[config.mk]
export PLATFORM = sky130hd
export DESIGN_NAME = ibex_data_sram_bridge
export DESIGN_NICKNAME = d
export VERILOG_FILES = /design/src/rtl/ibex_data_bridge_pkg.sv /design/src/rtl/ibex_bridge_resp_queue.sv /design/src/rtl/ibex_data_sram_bridge.sv
export SDC_FILE = /design/constraint.sdc
export NUM_CORES = 1
export LEC_CHECK = 0
export CAP_MARGIN = 20
export CELL_PAD_IN_SITES_DETAIL_PLACEMENT = 1
export CELL_PAD_IN_SITES_GLOBAL_PLACEMENT = 1
export CORE_ASPECT_RATIO = 1.25
export CORE_MARGIN = 2
export CORE_UTILIZATION = 18
export CTS_CLUSTER_DIAMETER = 40
export DETAILED_ROUTE_END_ITERATION = 10
export PLACE_DENSITY_LB_ADDON = 0.1
export SYNTH_ARGS = -nofsm -noshare
export SYNTH_HDL_FRONTEND = slang
export SYNTH_HIERARCHICAL = 1
export SYNTH_SLANG_ARGS = --single-unit
[constraint.sdc]
create_clock -name clk_i -period 2.5 [get_ports clk_i]
set_clock_uncertainty 0.15 [all_clocks]
set_input_delay 0.375 -clock clk_i [delete_from_list [all_inputs] [get_ports clk_i]]
set_output_delay 0.375 -clock clk_i [all_outputs]
set_load 0.01 [all_outputs]
[src/rtl/ibex_data_bridge_pkg.sv]
// Shared types and constants for the LSU data-side SRAM bridge.
//   bridge_fsm_e       : grant FSM states
//   resp_entry_t       : per-transaction response record kept until rvalid
//   BRIDGE_QUEUE_DEPTH : response queue depth (covers MAX_OUTSTANDING up to 2)
package ibex_data_bridge_pkg;

    localparam int unsigned BRIDGE_QUEUE_DEPTH = 2;

    typedef enum logic {
        BR_IDLE = 1'b0,
        BR_WAIT = 1'b1
    } bridge_fsm_e;

    typedef struct packed {
        logic err;
        logic we;
    } resp_entry_t;

endpackage

[src/rtl/ibex_bridge_resp_queue.sv]
// Two-entry in-order FIFO of response records.
//   clk_i, rst_i : clock, synchronous active-high reset (empties the queue)
//   push, data   : enqueue data (accepted when not full, or full and popping)
//   pop          : dequeue head (ignored when empty)
//   head         : current head entry; empty / full : occupancy flags
module ibex_bridge_resp_queue
    import ibex_data_bridge_pkg::*;
(
    input  logic        clk_i,
    input  logic        rst_i,
    input  logic        push,
    input  resp_entry_t data,
    input  logic        pop,
    output resp_entry_t head,
    output logic        empty,
    output logic        full
);

    localparam int unsigned CW = $clog2(BRIDGE_QUEUE_DEPTH + 1);

    resp_entry_t   mem_q [BRIDGE_QUEUE_DEPTH];
    logic          rd_ptr_q;
    logic          wr_ptr_q;
    logic [CW-1:0] count_q;
    logic          do_push;
    logic          do_pop;

    assign empty   = (count_q == '0);
    assign full    = (count_q == CW'(BRIDGE_QUEUE_DEPTH));
    assign do_pop  = pop & ~empty;
    assign do_push = push & (~full | do_pop);
    assign head    = mem_q[rd_ptr_q];

    // Storage and pointers; depth 2 lets each pointer be a single toggling bit.
    always_ff @(posedge clk_i) begin
        if (rst_i) begin
            for (int i = 0; i < int'(BRIDGE_QUEUE_DEPTH); i++) begin
                mem_q[i] <= '0;
            end
            rd_ptr_q <= 1'b0;
            wr_ptr_q <= 1'b0;
            count_q  <= '0;
        end else begin
            if (do_push) begin
                mem_q[wr_ptr_q] <= data;
                wr_ptr_q        <= ~wr_ptr_q;
            end
            if (do_pop) begin
                rd_ptr_q <= ~rd_ptr_q;
            end
            count_q <= count_q + CW'(do_push) - CW'(do_pop);
        end
    end

endmodule

[src/rtl/ibex_data_sram_bridge.sv]
// LSU data-side slave driving a single-port synchronous SRAM (1-cycle read).
// Grants after WAIT_CYCLES, limits outstanding transactions to MAX_OUTSTANDING,
// answers out-of-window accesses with err and never touches the SRAM for them.
// Build option: BRIDGE_RESP_REG_EN adds an output register on rvalid/rdata/err
// (rvalid 2 cycles after gnt instead of 1).
//   clk_i, rst_i           : clock, synchronous active-high reset
//   data_req/gnt/rvalid/err: LSU handshake and response
//   data_addr/we/be/wdata  : request payload (sampled in the gnt cycle only)
//   data_rdata_o           : load data, 0 for stores and errors
//   sram_*                 : SRAM strobe, write enable, word index, byte mask, data
module ibex_data_sram_bridge
    import ibex_data_bridge_pkg::*;
#(
    parameter logic [31:0]      ADDR_BASE       = 32'h0010_0000,
    parameter int unsigned      MEM_WORDS       = 4096,
    parameter int unsigned      WAIT_CYCLES     = 1,
    parameter int unsigned      MAX_OUTSTANDING = 2,
    localparam int unsigned     AW              = $clog2(MEM_WORDS)
) (
    input  logic                clk_i,
    input  logic                rst_i,
    input  logic                data_req_i,
    output logic                data_gnt_o,
    output logic                data_rvalid_o,
    output logic                data_err_o,
    input  logic [31:0]         data_addr_i,
    input  logic                data_we_i,
    input  logic [3:0]          data_be_i,
    input  logic [31:0]         data_wdata_i,
    output logic [31:0]         data_rdata_o,
    output logic                sram_req_o,
    output logic                sram_we_o,
    output logic [AW-1:0]       sram_addr_o,
    output logic [3:0]          sram_be_o,
    output logic [31:0]         sram_wdata_o,
    input  logic [31:0]         sram_rdata_i
);

    localparam int unsigned      CNT_W     = 3;
    localparam int unsigned      OUT_W     = 2;
    localparam logic [CNT_W-1:0] WAIT_LOAD = CNT_W'((WAIT_CYCLES == 0) ? 0 : WAIT_CYCLES - 1);
    // 33-bit window bounds so base + size cannot wrap.
    localparam logic [32:0]      WIN_LO    = {1'b0, ADDR_BASE};
    localparam logic [32:0]      WIN_HI    = WIN_LO + 33'(4 * MEM_WORDS);

    bridge_fsm_e      state_q, state_d;
    logic [CNT_W-1:0] cnt_q, cnt_d;
    logic [OUT_W-1:0] outstanding_q;
    logic             gnt_c;
    logic             grant_ok_c;
    logic             in_range_c;
    logic             sram_req_c;
    logic [31:0]      offset_c;
    resp_entry_t      head_c;
    logic             empty_c;
    logic             full_c;
    logic             resp_valid_c;
    logic             resp_err_c;
    logic [31:0]      resp_rdata_c;

    assign in_range_c = ({1'b0, data_addr_i} >= WIN_LO) && ({1'b0, data_addr_i} < WIN_HI);
    assign offset_c   = data_addr_i - ADDR_BASE;
    // Registered count only; the queue-full term never bites while MAX_OUTSTANDING <= depth.
    assign grant_ok_c = (outstanding_q < OUT_W'(MAX_OUTSTANDING)) & ~full_c & ~rst_i;

    // Grant FSM state register.
    always_ff @(posedge clk_i) begin
        if (rst_i) begin
            state_q <= BR_IDLE;
            cnt_q   <= '0;
        end else begin
            state_q <= state_d;
            cnt_q   <= cnt_d;
        end
    end

    // Grant FSM next state and grant.
    always_comb begin
        state_d = state_q;
        cnt_d   = cnt_q;
        gnt_c   = 1'b0;
        case (state_q)
            BR_IDLE: begin
                if (data_req_i) begin
                    if (WAIT_CYCLES == 0) begin
                        gnt_c = grant_ok_c;
                    end else begin
                        cnt_d   = WAIT_LOAD;
                        state_d = BR_WAIT;
                    end
                end
            end
            BR_WAIT: begin
                if (!data_req_i) begin
                    // Request withdrawn before grant: abandon the wait.
                    state_d = BR_IDLE;
                    cnt_d   = '0;
                end else if (cnt_q == '0) begin
                    if (grant_ok_c) begin
                        gnt_c   = 1'b1;
                        state_d = BR_IDLE;
                    end
                end else begin
                    cnt_d = cnt_q - CNT_W'(1);
                end
            end
            default: begin
                state_d = BR_IDLE;
                cnt_d   = '0;
            end
        endcase
    end

    // SRAM side: everything held at 0 except in an in-range grant cycle.
    assign sram_req_c   = gnt_c & in_range_c;
    assign sram_req_o   = sram_req_c;
    assign sram_we_o    = sram_req_c & data_we_i;
    assign sram_addr_o  = sram_req_c ? AW'(offset_c >> 2) : '0;
    assign sram_be_o    = sram_req_c ? data_be_i : '0;
    assign sram_wdata_o = sram_req_c ? data_wdata_i : '0;
    assign data_gnt_o   = gnt_c;

    ibex_bridge_resp_queue u_resp_queue (
        .clk_i (clk_i),
        .rst_i (rst_i),
        .push  (gnt_c),
        .data  ('{err: ~in_range_c, we: data_we_i}),
        .pop   (resp_valid_c),
        .head  (head_c),
        .empty (empty_c),
        .full  (full_c)
    );

    // Head is always due the cycle after its grant, so it pops whenever present.
    assign resp_valid_c = ~empty_c & ~rst_i;
    assign resp_err_c   = resp_valid_c & head_c.err;
    assign resp_rdata_c = (resp_valid_c & ~head_c.err & ~head_c.we) ? sram_rdata_i : '0;

`ifdef BRIDGE_RESP_REG_EN
    logic        rvalid_q;
    logic        err_q;
    logic [31:0] rdata_q;

    // Extra response stage.
    always_ff @(posedge clk_i) begin
        if (rst_i) begin
            rvalid_q <= 1'b0;
            err_q    <= 1'b0;
            rdata_q  <= '0;
        end else begin
            rvalid_q <= resp_valid_c;
            err_q    <= resp_err_c;
            rdata_q  <= resp_rdata_c;
        end
    end

    assign data_rvalid_o = rvalid_q;
    assign data_err_o    = err_q;
    assign data_rdata_o  = rdata_q;
`else
    assign data_rvalid_o = resp_valid_c;
    assign data_err_o    = resp_err_c;
    assign data_rdata_o  = resp_rdata_c;
`endif

    // Granted-but-unanswered count, retired on the rvalid actually presented.
    always_ff @(posedge clk_i) begin
        if (rst_i) begin
            outstanding_q <= '0;
        end else begin
            outstanding_q <= outstanding_q + OUT_W'(gnt_c) - OUT_W'(data_rvalid_o);
        end
    end

endmodule
==> results of run 1 <==
==> repair_timing <==
action	4_1_cts	5_1_grt
resized for setup	267	44
setup endpoints to repair	84	51
pin swaps	9	27
gates cloned	7	3
buffers inserted	5	5
==> layer usage <==
| metal | vias up | GRT usage (%) | routed length, µm |
|---|---|---|---|
| li1 | 1252 | - | - |
| met1 | 1233 | 15.0 | 3370 |
| met2 | 118 | 27.2 | 5180 |
| met3 | 6 | 4.73 | 900 |
| met4 | 0 | 3.42 | 150 |
| met5 | - | 0 | 0 |
==> area by class of cell <==
type / instances / share of cell area (%)
Tap cell: 135 / 3.62
Timing Repair Buffer: 224 / 47.7
Multi-Input combinational cell: 195 / 39.3
Inverter: 5 / 0.402
Clock buffer: 4 / 1.69
Sequential cell: 15 / 7.31
==> state kept, by name, summed over array words and instances, names as in the netlist, named ones only <==
name                   count
u_resp_queue/count_q       2
u_resp_queue/mem_q         4
u_resp_queue/rd_ptr_q      1
outstanding_q              2
cnt_q                      3
state_q                    1
u_resp_queue/wr_ptr_q      1
==> logic make-up after synthesis <==
kind of cell,after synthesis
flops,15
compound gates,10
xor+xnor,3
mux,3
simple gates,174
buf+inv,31
fa+ha+maj,5
==> worst max-delay path, cell delays in order (launching register included) <==
cell                        delay [ps]
sky130_fd_sc_hd__dfxtp_2           320
sky130_fd_sc_hd__inv_2              60
sky130_fd_sc_hd__ha_4              130
sky130_fd_sc_hd__ha_4              130
sky130_fd_sc_hd__nand4bb_4         150
sky130_fd_sc_hd__buf_12            170
sky130_fd_sc_hd__buf_16            120
sky130_fd_sc_hd__buf_16            150
sky130_fd_sc_hd__nor4_2            280
sky130_fd_sc_hd__buf_2             190
==> cell usage in the layout (no fill, tap or decap), types with 5 or more instances in the layout <==
| cell | netlist | layout |
|---|---|---|
| sky130_fd_sc_hd__and2_1 | 38 | 38 |
| sky130_fd_sc_hd__buf_12 | 0 | 9 |
| sky130_fd_sc_hd__buf_16 | 0 | 8 |
| sky130_fd_sc_hd__buf_2 | 11 | 44 |
| sky130_fd_sc_hd__buf_4 | 0 | 14 |
| sky130_fd_sc_hd__clkbuf_16 | 0 | 5 |
| sky130_fd_sc_hd__clkdlybuf4s50_1 | 0 | 89 |
| sky130_fd_sc_hd__dfxtp_1 | 11 | 10 |
| sky130_fd_sc_hd__dlygate4sd2_1 | 0 | 40 |
| sky130_fd_sc_hd__dlymetal6s2s_1 | 0 | 7 |
| sky130_fd_sc_hd__nand2_1 | 50 | 48 |
| sky130_fd_sc_hd__nor2_1 | 8 | 8 |
| sky130_fd_sc_hd__nor2b_1 | 7 | 6 |
| sky130_fd_sc_hd__nor4_2 | 51 | 25 |
| sky130_fd_sc_hd__nor4_4 | 1 | 29 |
==> path summary, 6_finish.rpt <==
kind              slack [ps]                            endpoint  cells after the start
setup / recovery          10                     sram_wdata_o[4]                      9
hold reg to reg          350               cnt_q[1]$_SDFFE_PP0P_                      2
hold / removal           350               cnt_q[1]$_SDFFE_PP0P_                      2
setup reg to reg         220  u_resp_queue/count_q[1]$_SDFF_PP0_                     12
==> where the power goes <==
group          total (W)  internal, W  leakage (nW)  switching, W
sequential      0.000260     0.000256         0.131    0.00000365
clock           0.000306     0.000215        0.0382     0.0000903
combinational   0.000388     0.000236          2.06      0.000152
==> stage by stage <==
step                total power, W  util, %
CTS                       0.000921     39.0
floorplan                 0.000351        -
global placement          0.000554     37.4
finish                    0.000954     42.3
detailed placement        0.000558     37.4
global route               0.00100     42.3
==> summary.log, run 1 <==
[yosys] simple-gate portion of the synthesized area 65.5%
[placed_design] placed cell area 0.00413 mm²
[placed_design] buffers added on ports 186
[floorplan] Die H 122 µm
[setup_path] Worst EP required 1980 ps
[sta] Tcrit/Tclk final 99.5%
[yosys] sequential fraction of the synthesis area 16.9%
[yosys] Compound-Gate Fraction of Synth Area 3.23%
[sta] worst setup margin 13.1 ps
[sta] Max transition margin 76.5%
[placed_design] setup slack after placement -401 ps
[power_and_ir_drop] reported leakage power 2.23 nW
[sta] Total Negative Setup Slacks 0 ps
[yosys] net count after synthesis 350
[floorplan] number of placement rows 43
[worst_hold_path] Hold WC Path Type reg2reg
[yosys] number of instances in the synthesized netlist 241
[finish] final-stage net count 553
[route] number of vias per cell after detailed routing 4.51
[clock_network] clock buffers created by TritonCTS 3
[route] Detailed Route WL 9600 µm
[job] Max Cap Violations 0
[route] Routed wire per std cell 16.6 µm
[clock_network] buffers from clock root to sink, at most 2
[yosys] Post-Synth Adder-Cell Area 3.11%
[finish] area taken by flip-flops and latches 342 µm²
[floorplan] die area 0.0121 mm²
[yosys] Async SR Flop Fraction 0%
[yosys] post-synthesis xor/xnor area fraction 1.30%
[floorplan] number of ports placed on the die boundary 189
[sta] unrepaired setup endpoints after global routing true
[power_and_ir_drop] Max IR drop VDD 0.000212 V
[clock_network] H-tree depth reported by CTS 1
[clock_network] buffer cell driving the clock tree root sky130_fd_sc_hd__clkbuf_16
[clock_network] Clock Pin Slew Worst Setup and Hold Paths 50 ps
[yosys] cell area after synthesis 0.00201 mm²
[yosys] library cell with the highest instance count after synthesis sky130_fd_sc_hd__nor4_2
[setup_path] launch point of the worst path cnt_q[0]$_SDFFE_PP0P_
[sta] minimum period implied by the final worst setup slack 2490 ps
[yosys] EDFF count, synth 4
[global_route] vias in the first global route 2672
[sta] minimum hold slack 345 ps
[sta] final-report setup violation count 0
[global_route] global route total overflow 0
[finish] Final Non-Filler Cells 578
[yosys] dominant combinational cell family by area after synthesis simple AND/OR/NAND/NOR gates
[worst_hold_path] Hold Startpoint cnt_q[1]$_SDFFE_PP0P_
[finish] antenna cell count 0
[floorplan] Die Width 98.6 µm
[clock_network] hold_buf cts 0
[yosys] flop and latch count out of synthesis 15
[yosys] Post-synth top flop sky130_fd_sc_hd__dfxtp_1
[setup_path] signal arrival time at the worst endpoint 1960 ps
[yosys] multiplexer area fraction after synthesis 1.68%
[setup_path] crit end category output pin
[route] overall via count from detail_route 2609
[yosys] biggest area contributors in the synthesized netlist sky130_fd_sc_hd__nor4_2 32%, sky130_fd_sc_hd__and2_1 12%, sky130_fd_sc_hd__dfxtp_1 11%
[global_route] global-route wire length before repair 14000 µm
[setup_path] Worst R2R Start cnt_q[0]$_SDFFE_PP0P_
[finish] cell area after layout 0.00467 mm²
[floorplan] Starting Density 18.3%
[route] Iter 0 DRT Violations 29
[sta] Final Max Tran Viols 0
[global_route] maximum number of pins on one net before global-route repair 51
[yosys] leading cell types by count after synthesis 51 x sky130_fd_sc_hd__nor4_2, 50 x sky130_fd_sc_hd__nand2_1, 38 x sky130_fd_sc_hd__and2_1
[yosys] Syn Area/Cell 8.36 µm²
[sta] Hold Violations, Final 0
[placed_design] final HPWL from detailed placement 6130 µm
[yosys] Yosys cell types 36
[route] number of remaining DRC errors 0
[finish] proportion of layout cells with a drive suffix above 1 36.3%
[floorplan] CORE AREA 0.0110 mm²
[sta] transition at the pin with the smallest max-transition slack 351 ps
[global_route] GRT Util Overall 14.2%
[setup_path] worst-path fanout max 12
[placed_design] gpl congestion 0.735
[sta] highest clock frequency the design can meet 402 MHz
[clock_network] insertion delay to the later sink of the worst-skew pair 240 ps
[clock_network] CTS tree yes
[yosys] cell type contributing the most total cell area after synthesis sky130_fd_sc_hd__nor4_2
[finish] multi-input logic area 0.00183 mm²
[route] post-route ant nets 0
[power_and_ir_drop] power per cell area 204 mW/mm²
[route] number of optimization iterations in the first detailed-route pass 3
[finish] number of fillers in the final layout 1269
[placed_design] number of placed cells counting well taps 554
[setup_path] element type at the critical path start flop
[setup_path] Worst Setup Path Type reg2out
[yosys] number of warnings printed during yosys synthesis 6
[finish] area overhead of the layout relative to synthesis 132%
[clock_network] clock net sink count 15
[global_route] initial antenna violation count 0
[outcome] run status finished clean
[yosys] top-area cell type share of the netlist area 31.7%
Note: power is estimated with default switching activity, not from simulation.
==> run 2, diff against run 1 <==
--- a/config.mk
+++ b/config.mk
@@ -14,6 +14,7 @@
 export CTS_CLUSTER_DIAMETER = 40
 export DETAILED_ROUTE_END_ITERATION = 10
 export PLACE_DENSITY_LB_ADDON = 0.1
+export REMOVE_ABC_BUFFERS = 1
 export SYNTH_ARGS = -nofsm -noshare
 export SYNTH_HDL_FRONTEND = slang
 export SYNTH_HIERARCHICAL = 1
==> run 2 against run 1 <==
Against the previous run:
- count of clock-buffer cells in the layout fell by 1
- register-to-register slack got worse by 120 ps
- final cell count rose by 3.1%
- critical path depth fell by 2
- first-iteration DRC count rose by 110%
- maximum frequency rose by 0.24%
- utilization rose by 0.26 points
- non-clock buffer count rose by 18
- total power fell by 3.4%
- global-route usage rose by 0.85 points
- hold slack improved by 9.8 ps
- critical path type unchanged
- die area did not move
==> summary.log, run 2 (synthesis gave the netlist of run 1 again) <==
[job] Max Cap Violations 0 [unchanged]
[route] overall via count from detail_route 2721 [+4.3%]
[clock_network] H-tree depth reported by CTS 1 [unchanged]
[clock_network] CTS tree yes
[setup_path] Crit path buffers/inverters 3 [-2]
[route] post-route ant nets 0 [unchanged]
[worst_hold_path] Hold WC Path Type reg2reg
[finish] antenna cell count 0 [unchanged]
[setup_path] Worst EP required 1980 ps [about the same]
[placed_design] final HPWL from detailed placement 6600 µm [+7.6%]
[power_and_ir_drop] Max IR drop VDD 0.000177 V [-17%]
[sta] minimum period implied by the final worst setup slack 2480 ps [-6.02 ps]
[sta] minimum hold slack 355 ps [+9.81 ps]
[floorplan] number of placement rows 43 [unchanged]
[floorplan] number of ports placed on the die boundary 189 [unchanged]
[power_and_ir_drop] power after layout 0.000922 W [-3.4%]
[outcome] run status finished clean
[finish] proportion of layout cells with a drive suffix above 1 46.2% [+9.9 points]
[clock_network] buffer cell driving the clock tree root sky130_fd_sc_hd__clkbuf_16
[clock_network] clock buffers created by TritonCTS 3 [unchanged]
[finish] flip-flop count of the largest register, all copies and words added 4 [unchanged]
[power_and_ir_drop] reported leakage power 2.23 nW [about the same]
[clock_network] clock net sink count 15 [unchanged]
[global_route] GRT Util Overall 15.1% [+0.85 points]
[sta] final-report setup violation count 0 [unchanged]
[floorplan] Die H 122 µm [unchanged]
[sta] Max transition margin 80.0% [+3.5 points]
[finish] register with the most flip-flops u_resp_queue/mem_q
[finish] Regs by FF count u_resp_queue/mem_q: 4 flops, cnt_q: 3 flops
[sta] Hold Violations, Final 0 [unchanged]
[floorplan] CORE AREA 0.0110 mm² [unchanged]
[global_route] global-route wire length before repair 14900 µm [+6.4%]
[placed_design] gpl congestion 0.729 [-0.88%]
[route] Detailed Route WL 10400 µm [+8.5%]
[clock_network] insertion delay to the later sink of the worst-skew pair 240 ps [about the same]
[route] number of remaining DRC errors 0 [unchanged]
[setup_path] Worst Setup Path Type reg2out
[route] Iter 0 DRT Violations 62 [+110%]
[sta] transition at the pin with the smallest max-transition slack 299 ps [-52.6 ps]
[floorplan] Die Width 98.6 µm [unchanged]
[global_route] vias in the first global route 2791 [+4.5%]
[finish] final-stage net count 571 [+3.3%]
[setup_path] element type at the critical path start flop
[route] number of vias per cell after detailed routing 4.57 [+1.1%]
[power_and_ir_drop] power per cell area 196 mW/mm² [-4.0%]
[global_route] global route total overflow 0 [unchanged]
[setup_path] ordered cell list for the critical path inv_2, ha_4, ha_4, nand4bb_4, buf_12, nor4_2, buf_2
[placed_design] buffers added on ports 186 [unchanged]
[finish] leading cell types in the layout, fill and taps excluded 86 x sky130_fd_sc_hd__clkdlybuf4s50_1, 79 x sky130_fd_sc_hd__buf_2, 49 x sky130_fd_sc_hd__nand2_1, 36 x sky130_fd_sc_hd__and2_1, 28 x sky130_fd_sc_hd__nor4_2
[global_route] maximum number of pins on one net before global-route repair 27 [-47%]
[finish] area overhead of the layout relative to synthesis 133%
[setup_path] library cell contributing the largest single delay on the critical path sky130_fd_sc_hd__nor4_2
[floorplan] Starting Density 18.3% [unchanged]
[clock_network] Clock Pin Slew Worst Setup and Hold Paths 50 ps [about the same]
[global_route] initial antenna violation count 0 [unchanged]
[sta] Tcrit/Tclk final 99.2% [-0.24 points]
[sta] Total Negative Setup Slacks 0 ps [unchanged]
[clock_network] buffers from clock root to sink, at most 2 [unchanged]
[setup_path] depth of the critical timing path with buffers and inverters included 7 [-2]
[setup_path] delay of the slowest critical-path stage 320 ps [about the same]
[route] Routed wire per std cell 17.5 µm [+5.2%]
[worst_hold_path] cell depth of the worst min-delay path 2 [unchanged]
[sta] Final Max Tran Viols 0 [unchanged]
[sta] unrepaired setup endpoints after global routing true
[route] number of optimization iterations in the first detailed-route pass 4 [+1]
[sta] highest clock frequency the design can meet 403 MHz [+0.24%]
[floorplan] die area 0.0121 mm² [unchanged]
[setup_path] worst-path fanout max 21 [+9]
[setup_path] crit end category output pin
[setup_path] worst reg2reg path depth 10 [-2]
[setup_path] dominant cell type by count on the critical path sky130_fd_sc_hd__ha_4
[finish] most frequent standard cell in the layout excluding fill and tap cells sky130_fd_sc_hd__clkdlybuf4s50_1
[setup_path] largest delay contributor family on the critical path buffers and inverters
[setup_path] signal arrival time at the worst endpoint 1960 ps [about the same]
## run 2: changes by cell type in the layout (fill, tap and decap cells not counted), sizes merged
cell,previous run,this run
buf,80,130
dlygate4sd2,40,12
clkdlybuf4s50,89,86
bufbuf,1,0
clkdlybuf4s15,1,0
clkinv,0,1
## run 2: per-stage QoR
step                util, %  cells  setup slack, ps  area [µm²]
floorplan                 -    215            -2310        1870
global placement       38.0    561             -453        4190
detailed placement     38.0    561             -461        4190
CTS                    38.9    583            -27.3        4290
global route           42.6    596            -78.0        4700
finish                 42.6    596             19.1        4700
## run 2: worst paths after layout
path / startpoint / end / slack [ps]
worst max-delay path: cnt_q[0]$_SDFFE_PP0P_ / sram_wdata_o[15] / 20
worst min-delay path: u_resp_queue/rd_ptr_q$_SDFFE_PP0N_ / u_resp_queue/rd_ptr_q$_SDFFE_PP0N_ / 360
worst max register to register: cnt_q[0]$_SDFFE_PP0P_ / u_resp_queue/count_q[1]$_SDFF_PP0_ / 100
worst min register to register: u_resp_queue/rd_ptr_q$_SDFFE_PP0N_ / u_resp_queue/rd_ptr_q$_SDFFE_PP0N_ / 360
## run 2: cell type report
type                            instances  area [µm²]
Timing Repair Buffer                  242        2270
Fill cell                            1275        6330
Inverter                                5        18.8
Sequential cell                        15         342
Multi-Input combinational cell        195        1820
Clock buffer                            3        75.1
Tap cell                              135         169
Clock inverter                          1        5.00
## run 2: timing repair
item	CTS	global route
pin swaps	10	17
resized for setup	353	60
endpoints found under the setup margin	84	69
setup buffers	12	5
endpoints found under the hold margin	0	0
hold buffers	0	0
cloned	6	8
## run 2: layer usage
layer	GRT usage (%)	vias up	part of all wire [%]
met3	5.13	4	9.4
met5	0	-	0
met2	28.4	148	52
met1	16.9	1279	38
met4	1.88	0	0.62
li1	-	1290	-
## run 2: power by group
group / internal (W) / switching (W) / total (W)
Combinational: 0.000211 / 0.000140 / 0.000351
Clock: 0.000214 / 0.0000974 / 0.000311
Sequential: 0.000256 / 0.00000390 / 0.000260
Total: 0.000681 / 0.000241 / 0.000922
## run 2: worst reg2reg max path, stage by stage, from the launching register on
cell                        delay [ps]
sky130_fd_sc_hd__dfxtp_1           310
sky130_fd_sc_hd__inv_2              80
sky130_fd_sc_hd__ha_4              130
sky130_fd_sc_hd__ha_4              140
sky130_fd_sc_hd__nand4bb_4         240
sky130_fd_sc_hd__buf_4             260
sky130_fd_sc_hd__nor2_2            170
sky130_fd_sc_hd__buf_4             170
sky130_fd_sc_hd__and4bb_1          180
sky130_fd_sc_hd__a21oi_1           120
sky130_fd_sc_hd__mux2_1            330
==> run 3, diff against run 2 <==
--- a/config.mk
+++ b/config.mk
@@ -13,6 +13,7 @@
 export CORE_UTILIZATION = 18
 export CTS_CLUSTER_DIAMETER = 40
 export DETAILED_ROUTE_END_ITERATION = 10
+export GPL_TIMING_DRIVEN = 0
 export PLACE_DENSITY_LB_ADDON = 0.1
 export REMOVE_ABC_BUFFERS = 1
 export SYNTH_ARGS = -nofsm -noshare
==> run 3 against run 2 <==
Against the previous run:
- sequential power is essentially flat
- via count is 1.1% higher
- final area is 1.1% higher
- hold slack got worse by 8.9 ps
- count of clock-buffer cells in the layout rose by 1
- sequential share of layout area about the same
- final cell count shrank 1.2%
- critical path type unchanged
- largest power group unchanged
==> summary.log, run 3 (synthesis gave the netlist of run 1 again) <==
[placed_design] buffers added on ports 186 [unchanged]
[finish] leading cell types in the layout, fill and taps excluded 85 x sky130_fd_sc_hd__clkdlybuf4s50_1, 69 x sky130_fd_sc_hd__buf_2, 49 x sky130_fd_sc_hd__nand2_1, 35 x sky130_fd_sc_hd__and2_1, 31 x sky130_fd_sc_hd__nor4_4
[outcome] run status finished clean
[route] number of vias per cell after detailed routing 4.67 [+2.3%]
[floorplan] Die Width 98.6 µm [unchanged]
[placed_design] final HPWL from detailed placement 6290 µm [-4.7%]
[clock_network] H-tree depth reported by CTS 1 [unchanged]
[finish] Final Non-Filler Cells 589 [-1.2%]
[clock_network] insertion delay to the later sink of the worst-skew pair 240 ps [about the same]
[sta] Final Max Tran Viols 0 [unchanged]
[setup_path] element type at the critical path start flop
[clock_network] Clock Pin Slew Worst Setup and Hold Paths 50 ps [about the same]
[route] Routed wire per std cell 18.5 µm [+5.6%]
[power_and_ir_drop] sequential cell fraction of total power 27.6% [-0.6 points]
[clock_network] buffer cell driving the clock tree root sky130_fd_sc_hd__clkbuf_16
[finish] final-stage net count 564 [-1.2%]
[clock_network] clock net sink count 15 [unchanged]
[global_route] global route total overflow 0 [unchanged]
[placed_design] gpl congestion 0.674 [-7.5%]
[floorplan] Starting Density 18.3% [unchanged]
[finish] register with the most flip-flops u_resp_queue/mem_q
[finish] cell area after layout 0.00475 mm² [+1.1%]
[setup_path] worst-path fanout max 9 [-57%]
[power_and_ir_drop] Psw 0.000259 W [+7.6%]
[sta] Max transition margin 70.4% [-9.6 points]
[finish] share of the core filled with cells in the final layout 43.1% [+0.45 points]
[setup_path] Worst EP required 1980 ps [about the same]
[finish] most frequent standard cell in the layout excluding fill and tap cells sky130_fd_sc_hd__clkdlybuf4s50_1
[global_route] maximum number of pins on one net before global-route repair 42 [+56%]
[sta] minimum period implied by the final worst setup slack 2490 ps [+12.0 ps]
[route] overall via count from detail_route 2752 [+1.1%]
[sta] highest clock frequency the design can meet 401 MHz [-0.48%]
[sta] Hold Violations, Final 0 [unchanged]
[route] number of remaining DRC errors 0 [unchanged]
[floorplan] number of placement rows 43 [unchanged]
[clock_network] buffers from clock root to sink, at most 2 [unchanged]
[power_and_ir_drop] Int Pwr 0.000693 W [+1.9%]
[setup_path] signal arrival time at the worst endpoint 1970 ps [about the same]
[power_and_ir_drop] switching share of power 27.2% [+1.1 points]
[power_and_ir_drop] Max IR drop VDD 0.000172 V [-2.8%]
[finish] antenna cell count 0 [unchanged]
[finish] Regs by FF count u_resp_queue/mem_q: 4 flops, cnt_q: 3 flops
[global_route] global-route wire length before repair 16000 µm [+7.7%]
[sta] unrepaired setup endpoints after global routing true
[sta] transition at the pin with the smallest max-transition slack 444 ps [+145 ps]
[power_and_ir_drop] Gate power share 39.9% [+1.9 points]
[route] Detailed Route WL 10900 µm [+4.4%]
[floorplan] number of ports placed on the die boundary 189 [unchanged]
[sta] Tcrit/Tclk final 99.7% [+0.48 points]
[power_and_ir_drop] clock share of power 32.5% [-1.2 points]
[power_and_ir_drop] reported leakage power 2.18 nW [-2.0%]
[power_and_ir_drop] power after layout 0.000953 W [+3.4%]
[route] Iter 0 DRT Violations 52 [-16%]
[clock_network] CTS tree yes
[setup_path] Worst Setup Path Type reg2out
[placed_design] number of placed cells counting well taps 540 [-3.7%]
[floorplan] Die H 122 µm [unchanged]
[floorplan] die area 0.0121 mm² [unchanged]
[finish] proportion of layout cells with a drive suffix above 1 46.9% [+0.71 points]
[finish] flip-flop count of the largest register, all copies and words added 4 [unchanged]
[clock_network] clock buffers created by TritonCTS 3 [unchanged]
[clock_network] hold_buf cts 0 [unchanged]
[power_and_ir_drop] power per cell area 201 mW/mm² [+2.3%]
[worst_hold_path] Hold WC Path Type reg2reg
[route] post-route ant nets 0 [unchanged]
[sta] final-report setup violation count 0 [unchanged]
[floorplan] CORE AREA 0.0110 mm² [unchanged]
[global_route] GRT Util Overall 16.7% [+1.6 points]
[global_route] initial antenna violation count 0 [unchanged]
[setup_path] crit end category output pin
[route] number of optimization iterations in the first detailed-route pass 4 [unchanged]
[placed_design] placed cell area 0.00403 mm² [-4.0%]
[job] Max Cap Violations 0 [unchanged]
[global_route] vias in the first global route 2917 [+4.5%]
[finish] area overhead of the layout relative to synthesis 136%
## run 3: what timing repair did
action	CTS	global route
buffers inserted	25	7
pin swaps	12	34
endpoints found under the setup margin	100	84
gates cloned	12	4
gates resized for setup	357	93
## run 3: final timing paths
| kind | start | to | slack (ps) | cells after the start |
|---|---|---|---|---|
| max | cnt_q[0]$_SDFFE_PP0P_ | sram_addr_o[2] | 7 | 8 |
| min | cnt_q[0]$_SDFFE_PP0P_ | cnt_q[0]$_SDFFE_PP0P_ | 350 | 2 |
| max reg2reg | cnt_q[0]$_SDFFE_PP0P_ | u_resp_queue/count_q[1]$_SDFF_PP0_ | 140 | 11 |
| min reg2reg | cnt_q[0]$_SDFFE_PP0P_ | cnt_q[0]$_SDFFE_PP0P_ | 350 | 2 |
## run 3: metrics by stage
step	setup slack, ps	setup TNS [ps]	hold slack (ps)
3_3_place_gp	-3780	-268420	313
6_report	7.08	0	346
4_1_cts	-73.1	-340	340
5_1_grt	-77.3	-694	373
3_5_place_dp	-977	-79480	327
2_1_floorplan	-2310	-102320	297
## run 3: per-layer routing
metal  vias up  track usage, %  routed length (µm)
met2       147            30.9                5620
met4         0            3.08                  91
met5         -               0                   0
li1       1288               -                   -
met1      1311            19.2                4240
met3         6            5.01                 922
## run 3: layout make-up
cell class,instances,area (µm²)
Fill cell,1276,6280
Timing Repair Buffer,230,2130
Multi-Input combinational cell,200,2010
Sequential cell,15,344
Tap cell,135,169
Clock buffer,4,78.8
Inverter,5,18.8
## run 3: worst max-delay path: stages (launching register included)
cell	delay [ps]
sky130_fd_sc_hd__dfxtp_2	320
sky130_fd_sc_hd__inv_2	70
sky130_fd_sc_hd__ha_4	140
sky130_fd_sc_hd__ha_4	140
sky130_fd_sc_hd__nand4bb_4	240
sky130_fd_sc_hd__buf_6	210
sky130_fd_sc_hd__buf_12	150
sky130_fd_sc_hd__nor4_4	280
sky130_fd_sc_hd__buf_4	170
## run 3: power by group through the flow
stage	Clock [W]	Combinational, W	Sequential (W)
final	0.000310	0.000380	0.000263
after global routing	0.000328	0.000405	0.000263
after CTS	0.000317	0.000342	0.000262
after detailed placement	0	0.000284	0.000266
after global placement	0	0.000266	0.000265
after floorplan	0	0.0000767	0.000264
